==> config.mk <==
export PLATFORM = sky130hd
export DESIGN_NAME = conv_encode_core_flat
export DESIGN_NICKNAME = d
export VERILOG_FILES = /design/src/rtl/conv_encode_core_if.sv /design/src/rtl/conv_encode_core.sv /design/src/flat_wrapper.sv
export SDC_FILE = /design/constraint.sdc
export NUM_CORES = 1
export LEC_CHECK = 0
export CORE_UTILIZATION = 50
export DETAILED_ROUTE_END_ITERATION = 7
export PLACE_DENSITY = 0.81
export SYNTH_ARGS = -nofsm -noshare
export SYNTH_HDL_FRONTEND = slang
export SYNTH_SLANG_ARGS = --single-unit
==> constraint.sdc <==
create_clock -name axis_data_clk -period 2.4 [get_ports axis_data_clk]
set_input_delay 0.48 -clock axis_data_clk [delete_from_list [all_inputs] [get_ports axis_data_clk]]
set_output_delay 0.48 -clock axis_data_clk [all_outputs]
set_load 0.005 [all_outputs]
==> src/rtl/conv_encode_core_if.sv <==
// Payload stream bundle for conv_encode_core: 8-bit input byte stream and coded output byte stream.
interface conv_encode_core_if;
  logic [7:0] s_in_payload_tdata;
  logic       s_in_payload_tkeep;
  logic       s_in_payload_tlast;
  logic       s_in_payload_tvalid;
  logic       s_in_payload_tready;

  logic [7:0] m_out_payload_tdata;
  logic       m_out_payload_tkeep;
  logic       m_out_payload_tlast;
  logic       m_out_payload_tvalid;
  logic       m_out_payload_tready;

  // Core side: consumes the input stream, produces the output stream.
  modport slave (
    input  s_in_payload_tdata, s_in_payload_tkeep, s_in_payload_tlast, s_in_payload_tvalid,
    output s_in_payload_tready,
    output m_out_payload_tdata, m_out_payload_tkeep, m_out_payload_tlast, m_out_payload_tvalid,
    input  m_out_payload_tready
  );

  modport master (
    output s_in_payload_tdata, s_in_payload_tkeep, s_in_payload_tlast, s_in_payload_tvalid,
    input  s_in_payload_tready,
    input  m_out_payload_tdata, m_out_payload_tkeep, m_out_payload_tlast, m_out_payload_tvalid,
    output m_out_payload_tready
  );
endinterface

==> src/rtl/conv_encode_core.sv <==
// Rate-1/2 K=7 convolutional encoder core with bypass and CtrlPort registers.
// Optional zero-byte trellis tail per packet enabled by defining CONV_TAIL_EN.
module conv_encode_core #(
  parameter logic [6:0] G0 = 7'b1011011,
  parameter logic [6:0] G1 = 7'b1111001
) (
  input  logic                axis_data_clk,
  input  logic                axis_data_rst_n,
  conv_encode_core_if.slave   axis,
  input  logic                s_ctrlport_req_wr,
  input  logic                s_ctrlport_req_rd,
  input  logic [19:0]         s_ctrlport_req_addr,
  input  logic [31:0]         s_ctrlport_req_data,
  output logic                s_ctrlport_resp_ack,
  output logic [31:0]         s_ctrlport_resp_data
);

  typedef enum logic [2:0] {
    ST_EMPTY,
    ST_HI,
    ST_LO
`ifdef CONV_TAIL_EN
    ,
    ST_TAIL_HI,
    ST_TAIL_LO
`endif
  } state_t;

  state_t      state_q, state_d;
  logic [5:0]  enc_q, enc_d;
  logic [7:0]  hi_q, hi_d;
  logic [7:0]  lo_q, lo_d;
  logic        last_q, last_d;
  logic        sop_q, sop_d;
  logic        byp_pkt_q, byp_pkt_d;
  logic        byp_valid_q, byp_valid_d;
  logic [7:0]  byp_data_q, byp_data_d;
  logic        byp_last_q, byp_last_d;
  logic        run_q;
  logic        ctrl_q, ctrl_d;
  logic [31:0] pkt_cnt_q, pkt_cnt_d;
  logic        ack_q, ack_d;
  logic [31:0] resp_q, resp_d;

  logic        in_acc, out_acc, byp_eff, pend_tail;
  logic [21:0] enc_res;
  logic [31:0] rd_val;
  logic        unused_inputs;

  assign unused_inputs = &{1'b0, axis.s_in_payload_tkeep, s_ctrlport_req_data[31:1]};

  // Returns {next_state[5:0], byteA[7:0], byteB[7:0]}; bits consumed MSB first.
  function automatic logic [21:0] encode_byte(input logic [7:0] din, input logic [5:0] sin);
    logic [5:0]  s;
    logic [6:0]  w;
    logic [15:0] code;
    s    = sin;
    code = '0;
    for (int unsigned i = 0; i < 8; i++) begin
      w                = {din[7 - i], s};
      code[15 - 2*i]   = ^(w & G0);
      code[14 - 2*i]   = ^(w & G1);
      s                = w[6:1];
    end
    return {s, code};
  endfunction

`ifdef CONV_TAIL_EN
  logic [21:0] tail_res;
  assign tail_res  = encode_byte(8'h00, enc_q);
  assign pend_tail = last_q;
`else
  assign pend_tail = 1'b0;
`endif

  // Bypass is latched at the first byte of a packet and held for the rest of it.
  assign byp_eff = sop_q ? ctrl_q : byp_pkt_q;
  assign enc_res = encode_byte(axis.s_in_payload_tdata, sop_q ? 6'd0 : enc_q);
  assign in_acc  = axis.s_in_payload_tvalid & axis.s_in_payload_tready;
  assign out_acc = axis.m_out_payload_tvalid & axis.m_out_payload_tready;

  always_comb begin
    axis.m_out_payload_tvalid = 1'b0;
    axis.m_out_payload_tdata  = '0;
    axis.m_out_payload_tlast  = 1'b0;
    axis.m_out_payload_tkeep  = 1'b1;
    axis.s_in_payload_tready  = run_q &
      (((state_q == ST_EMPTY) & (~byp_valid_q | axis.m_out_payload_tready)) |
       ((state_q == ST_LO) & axis.m_out_payload_tready & ~pend_tail));
    case (state_q)
      ST_EMPTY: begin
        axis.m_out_payload_tvalid = byp_valid_q;
        axis.m_out_payload_tdata  = byp_valid_q ? byp_data_q : '0;
        axis.m_out_payload_tlast  = byp_valid_q & byp_last_q;
      end
      ST_HI: begin
        axis.m_out_payload_tvalid = 1'b1;
        axis.m_out_payload_tdata  = hi_q;
      end
      ST_LO: begin
        axis.m_out_payload_tvalid = 1'b1;
        axis.m_out_payload_tdata  = lo_q;
`ifndef CONV_TAIL_EN
        axis.m_out_payload_tlast  = last_q;
`endif
      end
`ifdef CONV_TAIL_EN
      ST_TAIL_HI: begin
        axis.m_out_payload_tvalid = 1'b1;
        axis.m_out_payload_tdata  = hi_q;
      end
      ST_TAIL_LO: begin
        axis.m_out_payload_tvalid = 1'b1;
        axis.m_out_payload_tdata  = lo_q;
        axis.m_out_payload_tlast  = 1'b1;
      end
`endif
      default: ;
    endcase
  end

  always_comb begin
    state_d     = state_q;
    enc_d       = enc_q;
    hi_d        = hi_q;
    lo_d        = lo_q;
    last_d      = last_q;
    sop_d       = sop_q;
    byp_pkt_d   = byp_pkt_q;
    byp_valid_d = byp_valid_q & ~axis.m_out_payload_tready;
    byp_data_d  = byp_data_q;
    byp_last_d  = byp_last_q;

    if (in_acc) begin
      sop_d = axis.s_in_payload_tlast;
      if (sop_q) byp_pkt_d = ctrl_q;
    end

    if (in_acc & byp_eff) begin
      byp_valid_d = 1'b1;
      byp_data_d  = axis.s_in_payload_tdata;
      byp_last_d  = axis.s_in_payload_tlast;
    end

    case (state_q)
      ST_EMPTY: begin
        if (in_acc & ~byp_eff) begin
          state_d = ST_HI;
          {enc_d, hi_d, lo_d} = enc_res;
          last_d  = axis.s_in_payload_tlast;
        end
      end
      ST_HI: if (out_acc) state_d = ST_LO;
      ST_LO: begin
        if (out_acc) begin
`ifdef CONV_TAIL_EN
          if (last_q) begin
            state_d = ST_TAIL_HI;
            {enc_d, hi_d, lo_d} = tail_res;
          end else
`endif
          if (in_acc & ~byp_eff) begin
            state_d = ST_HI;
            {enc_d, hi_d, lo_d} = enc_res;
            last_d  = axis.s_in_payload_tlast;
          end else begin
            state_d = ST_EMPTY;
          end
        end
      end
`ifdef CONV_TAIL_EN
      ST_TAIL_HI: if (out_acc) state_d = ST_TAIL_LO;
      ST_TAIL_LO: if (out_acc) state_d = ST_EMPTY;
`endif
      default: state_d = ST_EMPTY;
    endcase
  end

  always_comb begin
    case (s_ctrlport_req_addr)
      20'h00000: rd_val = {31'd0, ctrl_q};
      20'h00004: rd_val = pkt_cnt_q;
      default:   rd_val = '0;
    endcase
    ack_d     = s_ctrlport_req_wr | s_ctrlport_req_rd;
    resp_d    = s_ctrlport_req_rd ? rd_val : '0;
    ctrl_d    = (s_ctrlport_req_wr && s_ctrlport_req_addr == 20'h00000) ?
                s_ctrlport_req_data[0] : ctrl_q;
    pkt_cnt_d = (out_acc & axis.m_out_payload_tlast) ? pkt_cnt_q + 32'd1 : pkt_cnt_q;
  end

  always_ff @(posedge axis_data_clk or negedge axis_data_rst_n) begin
    if (!axis_data_rst_n) begin
      state_q     <= ST_EMPTY;
      enc_q       <= '0;
      hi_q        <= '0;
      lo_q        <= '0;
      last_q      <= 1'b0;
      sop_q       <= 1'b1;
      byp_pkt_q   <= 1'b0;
      byp_valid_q <= 1'b0;
      byp_data_q  <= '0;
      byp_last_q  <= 1'b0;
      run_q       <= 1'b0;
      ctrl_q      <= 1'b0;
      pkt_cnt_q   <= '0;
      ack_q       <= 1'b0;
      resp_q      <= '0;
    end else begin
      state_q     <= state_d;
      enc_q       <= enc_d;
      hi_q        <= hi_d;
      lo_q        <= lo_d;
      last_q      <= last_d;
      sop_q       <= sop_d;
      byp_pkt_q   <= byp_pkt_d;
      byp_valid_q <= byp_valid_d;
      byp_data_q  <= byp_data_d;
      byp_last_q  <= byp_last_d;
      run_q       <= 1'b1;
      ctrl_q      <= ctrl_d;
      pkt_cnt_q   <= pkt_cnt_d;
      ack_q       <= ack_d;
      resp_q      <= resp_d;
    end
  end

  assign s_ctrlport_resp_ack  = ack_q;
  assign s_ctrlport_resp_data = resp_q;

endmodule

==> src/flat_wrapper.sv <==
// flat-port wrapper written by rule: the top's interface ports become plain ports
module conv_encode_core_flat 
#(
  parameter logic [6:0] G0 = 7'b1011011,
  parameter logic [6:0] G1 = 7'b1111001
)
  (axis_data_clk, axis_data_rst_n, s_ctrlport_req_wr, s_ctrlport_req_rd, s_ctrlport_req_addr, s_ctrlport_req_data, s_ctrlport_resp_ack, s_ctrlport_resp_data, axis_s_in_payload_tdata, axis_s_in_payload_tkeep, axis_s_in_payload_tlast, axis_s_in_payload_tvalid, axis_s_in_payload_tready, axis_m_out_payload_tdata, axis_m_out_payload_tkeep, axis_m_out_payload_tlast, axis_m_out_payload_tvalid, axis_m_out_payload_tready);
  conv_encode_core_if axis_i ();
  input  logic axis_data_clk;
  input  logic axis_data_rst_n;
  input  logic s_ctrlport_req_wr;
  input  logic s_ctrlport_req_rd;
  input  logic [19:0] s_ctrlport_req_addr;
  input  logic [31:0] s_ctrlport_req_data;
  output logic s_ctrlport_resp_ack;
  output logic [31:0] s_ctrlport_resp_data;
  input wire logic [$bits(axis_i.s_in_payload_tdata)-1:0] axis_s_in_payload_tdata;
  input wire logic [$bits(axis_i.s_in_payload_tkeep)-1:0] axis_s_in_payload_tkeep;
  input wire logic [$bits(axis_i.s_in_payload_tlast)-1:0] axis_s_in_payload_tlast;
  input wire logic [$bits(axis_i.s_in_payload_tvalid)-1:0] axis_s_in_payload_tvalid;
  output wire logic [$bits(axis_i.s_in_payload_tready)-1:0] axis_s_in_payload_tready;
  output wire logic [$bits(axis_i.m_out_payload_tdata)-1:0] axis_m_out_payload_tdata;
  output wire logic [$bits(axis_i.m_out_payload_tkeep)-1:0] axis_m_out_payload_tkeep;
  output wire logic [$bits(axis_i.m_out_payload_tlast)-1:0] axis_m_out_payload_tlast;
  output wire logic [$bits(axis_i.m_out_payload_tvalid)-1:0] axis_m_out_payload_tvalid;
  input wire logic [$bits(axis_i.m_out_payload_tready)-1:0] axis_m_out_payload_tready;
  assign axis_i.s_in_payload_tdata = axis_s_in_payload_tdata;
  assign axis_i.s_in_payload_tkeep = axis_s_in_payload_tkeep;
  assign axis_i.s_in_payload_tlast = axis_s_in_payload_tlast;
  assign axis_i.s_in_payload_tvalid = axis_s_in_payload_tvalid;
  assign axis_s_in_payload_tready = axis_i.s_in_payload_tready;
  assign axis_m_out_payload_tdata = axis_i.m_out_payload_tdata;
  assign axis_m_out_payload_tkeep = axis_i.m_out_payload_tkeep;
  assign axis_m_out_payload_tlast = axis_i.m_out_payload_tlast;
  assign axis_m_out_payload_tvalid = axis_i.m_out_payload_tvalid;
  assign axis_i.m_out_payload_tready = axis_m_out_payload_tready;
  conv_encode_core #(.G0(G0), .G1(G1)) u_core (.axis_data_clk(axis_data_clk), .axis_data_rst_n(axis_data_rst_n), .axis(axis_i), .s_ctrlport_req_wr(s_ctrlport_req_wr), .s_ctrlport_req_rd(s_ctrlport_req_rd), .s_ctrlport_req_addr(s_ctrlport_req_addr), .s_ctrlport_req_data(s_ctrlport_req_data), .s_ctrlport_resp_ack(s_ctrlport_resp_ack), .s_ctrlport_resp_data(s_ctrlport_resp_data));
endmodule
==> results of run 1 <==
==> worst paths after layout <==
path | from | end | slack (ns) | depth (start not counted)
max | u_core.state_q[1] | axis_m_out_payload_tdata[5] | 0.05 | 6
min | axis_data_rst_n | u_core.s_ctrlport_resp_data[2] | 0.12 | 1
max reg2reg | u_core.state_q[0] | u_core.byp_data_q[4] | 0.17 | 9
min reg2reg | u_core.pkt_cnt_q[31] | u_core.pkt_cnt_q[31] | 0.48 | 1
max in group asynchronous | axis_data_rst_n | u_core.s_ctrlport_resp_data[28] | 1.66 | 2
min in group axis_data_clk | u_core.pkt_cnt_q[31] | u_core.pkt_cnt_q[31] | 0.48 | 1
==> registers in the layout, indices dropped and copies added (netlist names) <==
| name | count |
|---|---|
| u_core.ctrl_q | 1 |
| u_core.sop_q | 1 |
| u_core.byp_pkt_q | 1 |
| u_core.pkt_cnt_q | 32 |
| u_core.state_q | 2 |
| u_core.byp_data_q | 8 |
| u_core.byp_valid_q | 1 |
| u_core.enc_q | 6 |
| u_core.s_ctrlport_resp_ack | 1 |
| u_core.run_q | 1 |
| u_core.hi_q | 8 |
| u_core.lo_q | 8 |
| u_core.byp_last_q | 1 |
| u_core.s_ctrlport_resp_data | 32 |
| u_core.last_q | 1 |
==> cells in the mapped netlist, drive strengths merged, types with 2 or more instances <==
cell type	instances	area, um^2
mux2	20	225.2
and3	3	20.02
buf	9	57.56
nand3	12	60.06
dfrtp	103	2577
mux2i	2	20.02
a21oi	3	15.01
nor4	5	46.29
nand4	11	68.82
clkbuf	10	37.54
and4	3	26.28
nor3	7	35.03
xor2	16	140.1
nand2b	2	12.51
o21ai	16	80.08
nand2	35	131.4
a222oi	8	80.08
nand3b	2	15.01
nor2b	4	25.02
inv	5	18.77
and2	34	214.0
xnor2	57	499.2
a21o	3	23.77
ha	6	75.07
nor2	20	75.07
==> power groups by stage <==
stage | clock, W | sequential (W) | combinational [W]
finish | 0.00103 | 0.00235 | 0.00187
global placement | 0 | 0.00235 | 0.00172
CTS | 0.00106 | 0.00234 | 0.00184
detailed placement | 0 | 0.00237 | 0.00178
floorplan | 0 | 0.00228 | 0.00124
global route | 0.00113 | 0.00239 | 0.00206
==> layout make-up <==
cell class / instances / area, um^2
inverter: 5 / 18.77
multi-input combinational: 279 / 2003
timing repair buffer: 104 / 1032
clock buffer: 10 / 137.6
sequential: 104 / 2604
fill: 615 / 2909
tap: 108 / 135.1
clock inverter: 6 / 51.30
==> what timing repair did <==
action,in CTS,in global routing
hold buffers,0,0
setup buffers,5,1
cloned,0,1
setup endpoints to repair,11,30
gates resized for setup,18,24
pin swaps,12,9
==> through the flow <==
stage | TNS, ns | total power (W) | hold slack (ns) | cell area [um^2]
2_1_floorplan | 0 | 0.003520 | 0.1844 | 4682
3_3_place_gp | 0 | 0.004076 | 0.4548 | 5708
3_5_place_dp | 0 | 0.004150 | 0.4646 | 5708
4_1_cts | -0.01118 | 0.005234 | 0.1435 | 5958
5_1_grt | -0.02694 | 0.005587 | 0.1593 | 5982
6_report | 0 | 0.005255 | 0.1238 | 5982
==> worst max-delay path: stages, from the launching register on <==
cell	delay [ns]
dfrtp_1	0.41
buf_6	0.13
ha_2	0.18
buf_6	0.13
a222oi_1	0.33
nor2_1	0.11
clkdlybuf4s15_1	0.22
==> routing by layer <==
metal  global-route usage  wire [um]
met1               0.2711       4095
met2               0.3391       4717
met3              0.02837        388
met4              0.07118        154
met5                    0          0
==> cell families after synthesis <==
family          after synthesis  synth area share
xor+xnor                     73            0.1367
flops                       104            0.5566
mux                          22           0.05242
simple gates                141            0.1607
fa+ha+maj                     6           0.01605
buf+inv                      24           0.02434
compound gates               35           0.05242
other cells                   1         0.0008016
==> results.json, run 1 <==
{
  "final-instance-count-excl-fill": 616,
  "crit_type": "reg2out",
  "gp_routability_congestion": 0.7877,
  "status": "finished clean",
  "first_global_vias": 3208,
  "drc": 0,
  "synth.distinct_cells": 42,
  "cts_htree_levels": 3,
  "powerDensity_nw_per_um2": 878.5,
  "ant_nets": 0,
  "worstSetupEndpointType": "primary output",
  "io_pins": 113,
  "synth-async-reset-ratio": 1.000,
  "wl_per_cell_um": 15.19,
  "min_period_ns": 2.346,
  "worstPathArrival_ns": 1.87,
  "worstMarginPinSlew_ns": 0.6244,
  "grt_usage": 0.2021,
  "cts-root-buf": "clkbuf_8",
  "antenna_found_initial": 0,
  "cts_tree": "done",
  "cts_buffer_depth": 2,
  "min_period_over_period": 0.9777,
  "core-area_um2": 8891,
  "io_buffers": 79,
  "synth_warnings": 0,
  "fin_ws_ns": 0.05363,
  "drt-total-wl_mm": 9.356,
  "hp-class": "in2async",
  "grt-ovfl-total": 0,
  "synth_flop_cell": "dfrtp_1",
  "vias": 3299,
  "die_area_um2": 9748,
  "drt_iter0_drc": 132,
  "setup-violations-final": 0,
  "num_rows": 34,
  "p_clk_frac": 0.196,
  "power.leakage_nw": 2.652,
  "maxCapViolCount": 0,
  "n_antenna_cell": 0,
  "vdd_drop_max_v": 0.0007129,
  "grt_max_degree": 51,
  "die_y_um": 98.73,
  "grt_pass1_wl_mm": 15.50,
  "power.share.sequential": 0.447,
  "power_frac_comb": 0.356,
  "syn_inst": 406,
  "dp.cells": 593,
  "worstSkewPairLatency_ns": 0.36,
  "syn2layout_area_growth_pct": 27.87,
  "relSlewSlack": 0.5837,
  "internal-power_w": 0.003484,
  "synth_area_um2": 4678,
  "drv_slew": 0,
  "cts_sinks": 104,
  "clock_skew_ns": 0.01363,
  "worstPathRequired_ns": 1.92,
  "drive_above_1_share": 0.1594,
  "start_util": 0.5262,
  "yosysSeqAreaShare": 0.5566,
  "cp-start-kind": "flop",
  "report.final.hold_viol_count": 0,
  "finalCoreUtilization": 0.6728,
  "dr.pass1.iters": 6,
  "finalNetCount": 577,
  "final_cell_mix": "dfrtp_1, clkdlybuf4s50_1, xnor2_1",
  "die_w_um": 98.73,
  "cts_buffers": 9,
  "cp_max_fo": 5,
  "p_sw_w": 0.001771,
  "synth_edf_count": 0,
  "mostFrequentLayoutCell": "dfrtp_1",
  "clk_pin_slew_worst_paths_ns": 0.10,
  "netSwitchingFraction": 0.3371,
  "syn_area_per_cell_um2": 11.52,
  "hpwlAfterDp_mm": 6.483,
  "via_per_inst": 5.356,
  "ys_ff_latch": 104,
  "dp_slack_ns": 0.06980,
  "fmax_mhz": 426.2
}
Note: power is estimated with default switching activity, not from simulation.
==> run 2: changes to the inputs <==
ABC_CLOCK_PERIOD_IN_PS = 2400   (was not set)
SKIP_CTS_REPAIR_TIMING = 1   (was not set)
==> run 2 against run 1 <==
Compared with the run above: via count is 0.91% lower; utilization barely moved; wire length down 1.4%; design area is essentially flat; global-route usage shrank 0.47 points; clock skew decreased by 0.00069 ns; die area unchanged; clock power about the same; sequential power hardly changed; cell count decreased by 0.49%; critical path type unchanged; largest power group unchanged.
==> results.json, run 2 (synthesized netlist as in run 1, its figures left out) <==
{
  "status": "finished clean",
  "power_frac_comb": 0.352,
  "worstPathRequired_ns": 1.92,
  "max_stage_delay_ns": 0.43,
  "drt-total-wl_mm": 9.222,
  "holdWs_ns": 0.1272,
  "finalCoreUtilization": 0.6731,
  "rsz0062_at_grt": "yes",
  "wl_per_cell_um": 15.04,
  "hpwlAfterDp_mm": 6.483,
  "power.leakage_nw": 2.752,
  "clk_pin_slew_worst_paths_ns": 0.10,
  "die_y_um": 98.73,
  "cts_sinks": 104,
  "antenna_found_initial": 0,
  "drc": 0,
  "min_period_over_period": 0.9924,
  "syn2layout_area_growth_pct": 27.92,
  "hp-class": "in2async",
  "p_clk_frac": 0.198,
  "netSwitchingFraction": 0.3342,
  "worstSkewPairLatency_ns": 0.36,
  "io_pins": 113,
  "report.final.hold_viol_count": 0,
  "dr.pass1.iters": 5,
  "finalNetCount": 574,
  "via_per_inst": 5.333,
  "n_antenna_cell": 0,
  "drt_iter0_drc": 159,
  "cts_tree": "done",
  "worstPathArrival_ns": 1.90,
  "cp_slowest_cell": "dfrtp_1",
  "multiInputGateArea_um2": 1998,
  "relSlewSlack": 0.5779,
  "grt_max_degree": 51,
  "drv_slew": 0,
  "grt_pass1_wl_mm": 15.17,
  "min_period_ns": 2.382,
  "ff_latch_area_um2": 2604,
  "grt_usage": 0.1975,
  "cp_max_fo": 7,
  "cp_num_buf_inv": 3,
  "core-area_um2": 8891,
  "vias": 3269,
  "cts_buffer_depth": 2,
  "power.share.sequential": 0.450,
  "p_sw_w": 0.001747,
  "io_buffers": 79,
  "cts_htree_levels": 3,
  "maxCapViolCount": 0,
  "clock_skew_ns": 0.01294,
  "die_w_um": 98.73,
  "nFillCells": 611,
  "grt-ovfl-total": 0,
  "placed_cell_area_um2": 5708,
  "worstSetupEndpointType": "primary output",
  "setup-violations-final": 0,
  "die_area_um2": 9748,
  "crit_family": "flip-flops",
  "mostFrequentLayoutCell": "dfrtp_1",
  "fmax_mhz": 419.9,
  "first_global_vias": 3174,
  "num_rows": 34,
  "final_cell_mix": "dfrtp_1, clkdlybuf4s50_1, xnor2_1",
  "ant_nets": 0,
  "fin_ws_ns": 0.01834,
  "cp-start-kind": "flop",
  "drive_above_1_share": 0.1465,
  "crit_type": "reg2out",
  "gp_routability_congestion": 0.7877,
  "cts-root-buf": "clkbuf_8",
  "internal-power_w": 0.003480,
  "stdcell_area_um2": 5984,
  "worstMarginPinSlew_ns": 0.6331,
  "cts_buffers": 9,
  "dp_slack_ns": 0.06980,
  "timing.critical_path.cells": "inv_2, ha_2, and2_4, buf_4, a222oi_1, nor2_1, dlymetal6s2s_1",
  "vdd_drop_max_v": 0.0007435,
  "start_util": 0.5262,
  "powerDensity_nw_per_um2": 873.3
}
-- run 2: worst paths after layout --
kind,to,start,cells past startpoint,slack (ns)
worst max-delay path,axis_m_out_payload_tdata[6],u_core.state_q[0],7,0.02
worst min-delay path,u_core.s_ctrlport_resp_data[2],axis_data_rst_n,1,0.13
worst max register to register,u_core.pkt_cnt_q[23],u_core.state_q[0],8,0.15
worst min register to register,u_core.pkt_cnt_q[31],u_core.pkt_cnt_q[31],1,0.48
max in group asynchronous,u_core.pkt_cnt_q[20],axis_data_rst_n,2,1.66
min in group axis_data_clk,u_core.pkt_cnt_q[31],u_core.pkt_cnt_q[31],1,0.48
-- run 2: power by group through the flow --
stage	combinational [W]	sequential (W)	clock, W
finish	0.00184	0.00235	0.00103
global route	0.00204	0.00240	0.00113
CTS	0.00179	0.00234	0.00106
detailed placement	0.00178	0.00237	0
global placement	0.00172	0.00235	0
floorplan	0.00124	0.00228	0
-- run 2: final cells by class --
| type | instances | area share |
|---|---|---|
| Timing Repair Buffer | 101 | 0.1737 |
| Multi-Input combinational cell | 279 | 0.3339 |
| Clock buffer | 10 | 0.02300 |
| Sequential cell | 104 | 0.4351 |
| Clock inverter | 6 | 0.008572 |
| Tap cell | 108 | 0.02258 |
| Inverter | 5 | 0.003136 |
-- run 2: worst register-to-register path: stages, from the launching register on --
cell     delay (ns)
dfrtp_1        0.44
inv_2          0.09
ha_2           0.19
buf_4          0.17
a32oi_4        0.14
nor3_1         0.33
and3_1         0.46
nand4_1        0.18
xnor2_1        0.16
-- run 2: stage by stage --
| step | TNS [ns] | power (W) | cells |
|---|---|---|---|
| finish | 0 | 0.005226 | 613 |
| global route | -0.3429 | 0.005565 | 613 |
| CTS | -3.338 | 0.005184 | 609 |
| detailed placement | 0 | 0.004150 | 593 |
| global placement | 0 | 0.004076 | 593 |
| floorplan | 0 | 0.003520 | 407 |
-- run 2: per-layer routing --
metal,track usage,share of wire,vias to the layer above
li1,-,-,1556
met1,0.2640,0.44,1605
met2,0.3310,0.51,95
met3,0.02837,0.038,13
met4,0.07118,0.015,0
met5,0,0,-
==> run 3: changes to the inputs <==
CTS_CLUSTER_DIAMETER = 80   (was not set)
==> results of run 3 <==
No change in the layout: final DEF, timing and power equal those of run 2.
